==> config.mk <==
export PLATFORM = sky130hd
export DESIGN_NAME = irq_priority_ctrl
export DESIGN_NICKNAME = d
export VERILOG_FILES = /design/src/rtl/irq_priority_ctrl.sv
export SDC_FILE = /design/constraint.sdc
export NUM_CORES = 1
export LEC_CHECK = 0
export CORE_MARGIN = 5
export CORE_UTILIZATION = 35
export CTS_CLUSTER_DIAMETER = 50
export DETAILED_ROUTE_END_ITERATION = 10
export PLACE_DENSITY = 0.7
export SLEW_MARGIN = 20
export SYNTH_ARGS = -nofsm -noshare
export SYNTH_HDL_FRONTEND = slang
export SYNTH_SLANG_ARGS = --single-unit
==> constraint.sdc <==
create_clock -name clk -period 3.9 [get_ports clk]
set_input_delay 0.585 -clock clk [delete_from_list [all_inputs] [get_ports clk]]
set_output_delay 0.585 -clock clk [all_outputs]
set_load 0.02 [all_outputs]
==> src/rtl/irq_priority_ctrl.sv <==
// irq_priority_ctrl: rising-edge interrupt latch with a per-line mask and a
// fixed-priority (highest index wins) req/ack grant to one consumer.
// Optional build macro IRQ_PREEMPT_EN: lets a higher-index eligible line
// replace the outstanding grant id before it is acknowledged.
module irq_priority_ctrl #(
    parameter int N_IRQ = 3,
    parameter int ID_W  = $clog2(N_IRQ)
) (
    input  logic             clk,
    input  logic             reset,
    input  logic [N_IRQ-1:0] irq_in,
    input  logic [N_IRQ-1:0] irq_mask,
    output logic             int_req,
    output logic [ID_W-1:0]  int_id,
    input  logic             int_ack,
    output logic [N_IRQ-1:0] pending,
    output logic [N_IRQ-1:0] lost
);

    typedef enum logic [1:0] {
        IDLE,
        REQ,
        GAP
    } state_t;

    state_t           state_q;
    logic             int_req_q;
    logic [ID_W-1:0]  int_id_q;
    logic [N_IRQ-1:0] irq_q;
    logic [N_IRQ-1:0] pending_q, pending_d;
    logic [N_IRQ-1:0] lost_q, lost_d;
    logic [N_IRQ-1:0] edge_v;
    logic [N_IRQ-1:0] clr_v;
    logic [N_IRQ-1:0] elig;
    logic [ID_W-1:0]  winner;

    // Edge detect, service clear and next pending/lost (a new edge beats a clear)
    always_comb begin
        edge_v = irq_in & ~irq_q;
        clr_v  = '0;
        for (int unsigned i = 0; i < N_IRQ; i++) begin
            clr_v[i] = (state_q == REQ) && int_ack && (int_id_q == ID_W'(i));
        end
        pending_d = edge_v | (pending_q & ~clr_v);
        lost_d    = lost_q | (edge_v & pending_q & ~clr_v);
    end

    // Highest-index unmasked pending line
    always_comb begin
        elig   = pending_q & ~irq_mask;
        winner = '0;
        for (int unsigned i = 0; i < N_IRQ; i++) begin
            if (elig[i]) begin
                winner = ID_W'(i);
            end
        end
    end

    // Input history, pending and sticky lost registers
    always_ff @(posedge clk or posedge reset) begin
        if (reset) begin
            irq_q     <= '0;
            pending_q <= '0;
            lost_q    <= '0;
        end else begin
            irq_q     <= irq_in;
            pending_q <= pending_d;
            lost_q    <= lost_d;
        end
    end

    // Grant FSM with registered int_req/int_id
    always_ff @(posedge clk or posedge reset) begin
        if (reset) begin
            state_q   <= IDLE;
            int_req_q <= 1'b0;
            int_id_q  <= '0;
        end else begin
            case (state_q)
                IDLE: begin
                    int_req_q <= 1'b0;
                    if (|elig) begin
                        int_id_q  <= winner;
                        int_req_q <= 1'b1;
                        state_q   <= REQ;
                    end
                end
                REQ: begin
                    // Ack wins over preemption: it retires the id the consumer saw.
                    if (int_ack) begin
                        int_req_q <= 1'b0;
                        state_q   <= GAP;
                    end
`ifdef IRQ_PREEMPT_EN
                    else if (winner > int_id_q) begin
                        int_id_q <= winner;
                    end
`endif
                end
                GAP: begin
                    int_req_q <= 1'b0;
                    state_q   <= IDLE;
                end
                default: begin
                    int_req_q <= 1'b0;
                    state_q   <= IDLE;
                end
            endcase
        end
    end

    assign int_req = int_req_q;
    assign int_id  = int_id_q;
    assign pending = pending_q;
    assign lost    = lost_q;

endmodule

After elaboration in Yosys (flattened, before gate mapping)
Cells that the tools add are included.
{"block": "op_classes", "eq_ne": 5, "mux": 8, "n_bitwise": 10, "n_reduce_logical": 9}
{"operator": "$and 3x3->3", "count": 5}
{"operator": "$not 3->3", "count": 3}
{"operator": "$mux 2", "count": 3}
{"operator": "$or 3x3->3", "count": 2}
{"operator": "$eq 2x1->1 const B", "count": 2}
{"operator": "$logic_and 1x1->1", "count": 4}
{"operator": "$logic_not 2->1", "count": 2}
{"operator": "$ne 2x2->1 const B", "count": 2}
{"operator": "$pmux 2 s2", "count": 1}
{"operator": "$reduce_and 2->1", "count": 2}
{"operator": "$mux 1", "count": 3}
{"operator": "$reduce_or 3->1", "count": 1}
{"operator": "$eq 2x2->1 const B", "count": 1}
{"operator": "$pmux 1 s2", "count": 1}
{"block": "word_totals", "reg_bits": 14, "in_bits": 9, "output_inout_bits": 9, "wordCells": 38}

Logic depth before layout (Yosys ltp)
{"block": "logic_depth", "depth_word": 6, "mapped_depth": 3}

Worst setup path after synthesis
No wires, ideal clock.
{"block": "synth_path", "kind": "input to register", "start": "in irq_mask[1]", "end": "reg int_id_q[1], in the netlist int_id[1]", "setup_time_ps": 122, "t_arrival_ps": 1326, "required_time_ps": 3778, "path_slack_ps": 2452, "path_stages": 2, "cell_sequence": "or4b_4 a32o_1"}
{"block": "synth_between", "elab_chain_cells": 4}
{"item": "from (decl)", "line_no": "12", "source": "input logic [N_IRQ-1:0] irq_mask,"}
{"item": "$not 3->3", "line_no": "50", "source": "elig = pending_q & ~irq_mask;"}
{"item": "$and 3x3->3", "line_no": "50"}
{"item": "$reduce_or 3->1", "line_no": "82", "source": "if (|elig) begin"}
{"item": "$reduce_and 2->1 (no line)"}
{"item": "to (signal assigned)", "line_no": "83", "source": "int_id_q <= winner;"}
{"item": "to (decl)", "line_no": "28", "source": "logic [ID_W-1:0] int_id_q;"}
Every way passes these cells.
A chain may end at the register's enable or synchronous reset.

Worst setup path in the final report
{"block": "layout_path", "start": "reg int_id_q[1], in the netlist int_id[1]", "end": "out int_id[1]"}
{"item": "to (decl)", "line_no": "14", "source": "output logic [ID_W-1:0] int_id,"}
No word-level cell between the ends.

==> results.cfg <==
[timing]
rsz0062_at_grt = false
setup-tns-final_ps = 0
whs_ps = 473
max_freq_mhz = 525
skew_ps = 0.827
layout_setup_ws_ps = 1990
relSlewSlack_pct = 64.7
hold_viol = 0
slew_viol_final = 0
final-setup-viol-count = 0
worstMarginPinSlew_ps = 529
fin_crit_ps = 1910
period_share_pct = 48.9

[placed_design]
dp_hpwl_um = 804
dp_slack_ps = 1990
placed_cells = 76
portBuffers = 17
place_area_um2 = 737
place_congestion = 0.788

[logic_synthesis]
synth_seq_cells = 14
ys_types = 18
postSynth.asyncResetShare_pct = 100
synth_cells = 43
syn_area_per_cell_um2 = 12.7
synth_edf_count = 0
yosys.area.top_type = dfrtp_1
syn-num-nets = 52
synth.top_cells.by_area = dfrtp_1, inv_1, nand2b_1
synth_common_cells = dfrtp_1, inv_1, nand2_1, nand2b_1
yosys.cell_count.top_type = dfrtp_1
ys_warn_count = 0
ys.flop_type = dfrtp_1
ys_seq_area_share_pct = 64.1
synth_top_area_share_pct = 64.1
netlist_area_um2 = 547

[finish]
area_delta_synth_final_pct = 41.4
final_util_pct = 51.9
final_area_um2 = 773
final-instance-count-excl-fill = 80
fin_nets = 74
drive_gt1_share_pct = 14.1
fillers = 134
n_antenna_cell = 0

[hold_path]
hold_path_depth = 1
hold_end = lost[1]
hold_start = lost[1]
min_path_type = reg2reg

[status]
status = finished, final reports clean

[cts]
ctsResizeCount = 0
cts_hold_buf = 0
cts_sinks = 14
tritoncts = built
clockBufferDepth = 2
clock_latency_ps = 270
htree_num_levels = 1
cts.reportedPaths.clkPinSlew_ps = 80
cts_setup_buffers = 0
cts_buffers = 3
cts-root-buf = clkbuf_4

[floorplanning]
dieWidth_um = 49.5
ioPinCount = 18
die_h_um = 49.5
core-area_um2 = 1490
num_rows = 14
initial_core_util_pct = 36.7
design.die.area_um2 = 2450

[setup_path]
cp_num_buf_inv = 1
cp-end-kind = output pin
crit_cells = 1
slowest_delay_ps = 630
path_delay_family = buffers and inverters
cp_max_fo = 4
rr_worst_depth = 2
r2r-end = int_id[1]
cp.required_ps = 3310
worstReg2RegStart = state_q[1]
path_cells = clkdlybuf4s50_1
slowest_stage = clkdlybuf4s50_1
path_class = reg2out
r2r_setup_slack_ps = 2500
worstPathArrival_ps = 1320
start_kind = flip-flop

[run]
cap_violations = 0

[power_and_ir_drop]
ir_drop_mv = 0.337
p_leak_nw = 0.336
power.total_mw = 0.515
powerDensity_nw_per_um2 = 665

[drt]
viasPerCell = 5.01
wl_per_cell_um = 13.5
routed_wl_mm = 1.08
drtIter0Drc = 4
antenna_left = 0
drc = 0
first_pass_iters = 4
vias = 401

[global_route]
grt.overflow.total = 0
grt_max_degree = 15
antenna_found_initial = 0
grt_usage_pct = 10.3
grt_pass1_wl_mm = 1.98
grt_pass1_vias = 442
==> how the worst max path moves through the flow <==
stage / from / to / slack, ps
5_1_grt: int_id[1] / int_id[1] / 1930
4_1_cts: int_id[1] / int_id[1] / 1980
2_1_floorplan: irq_mask[1] / int_id[1] / 2450
3_5_place_dp: irq_mask[1] / int_id[1] / 1990
6_report: int_id[1] / int_id[1] / 1990
3_3_place_gp: irq_mask[1] / int_id[1] / 2030
==> layout make-up <==
cell class | count | area [um^2] | area share [%]
Multi-Input combinational cell | 24 | 178 | 23.0
Tap cell | 16 | 20.0 | 2.59
Clock buffer | 4 | 36.3 | 4.69
Timing Repair Buffer | 17 | 170 | 22.0
Sequential cell | 14 | 350 | 45.3
Inverter | 5 | 18.8 | 2.43
==> state kept, by name (all words and copies together), names as in the netlist <==
name     flops
pending      3
int_id       2
int_req      1
state_q      2
lost         3
irq_q        3
==> cells by family (layout without fill, tap and decap cells) <==
logic type,count (synthesis),after routing,share of synthesized area (%)
buf+inv,5,26,3.43
flops,14,14,64.1
compound gates,11,11,16.9
simple gates,13,13,15.6
==> routing by layer <==
layer / GRT usage, % / part of all wire (%) / up-vias
met5: 0 / 0 / -
met4: 3.93 / 0 / 0
li1: - / - / 198
met1: 15.2 / 51 / 191
met3: 3.01 / 5.1 / 0
met2: 13.8 / 44 / 12
==> cells in the final DEF (no fill, tap or decap), types with 2 or more instances in the layout <==
cell type and count:
a31o_2 2, clkbuf_4 3, clkdlybuf4s50_1 17, dfrtp_1 14, inv_1 5, nand2_1 3, nand2b_1 3, nor2_1 2
nor2b_1 2, o21bai_1 2
==> report_power, final <==
part           total (mW)  leakage (nW)  internal (mW)  switching, mW
sequential          0.216         0.152          0.182         0.0339
combinational       0.197         0.162          0.104         0.0922
clock               0.102        0.0210         0.0567         0.0451
Note: power is estimated with default switching activity, not from simulation.
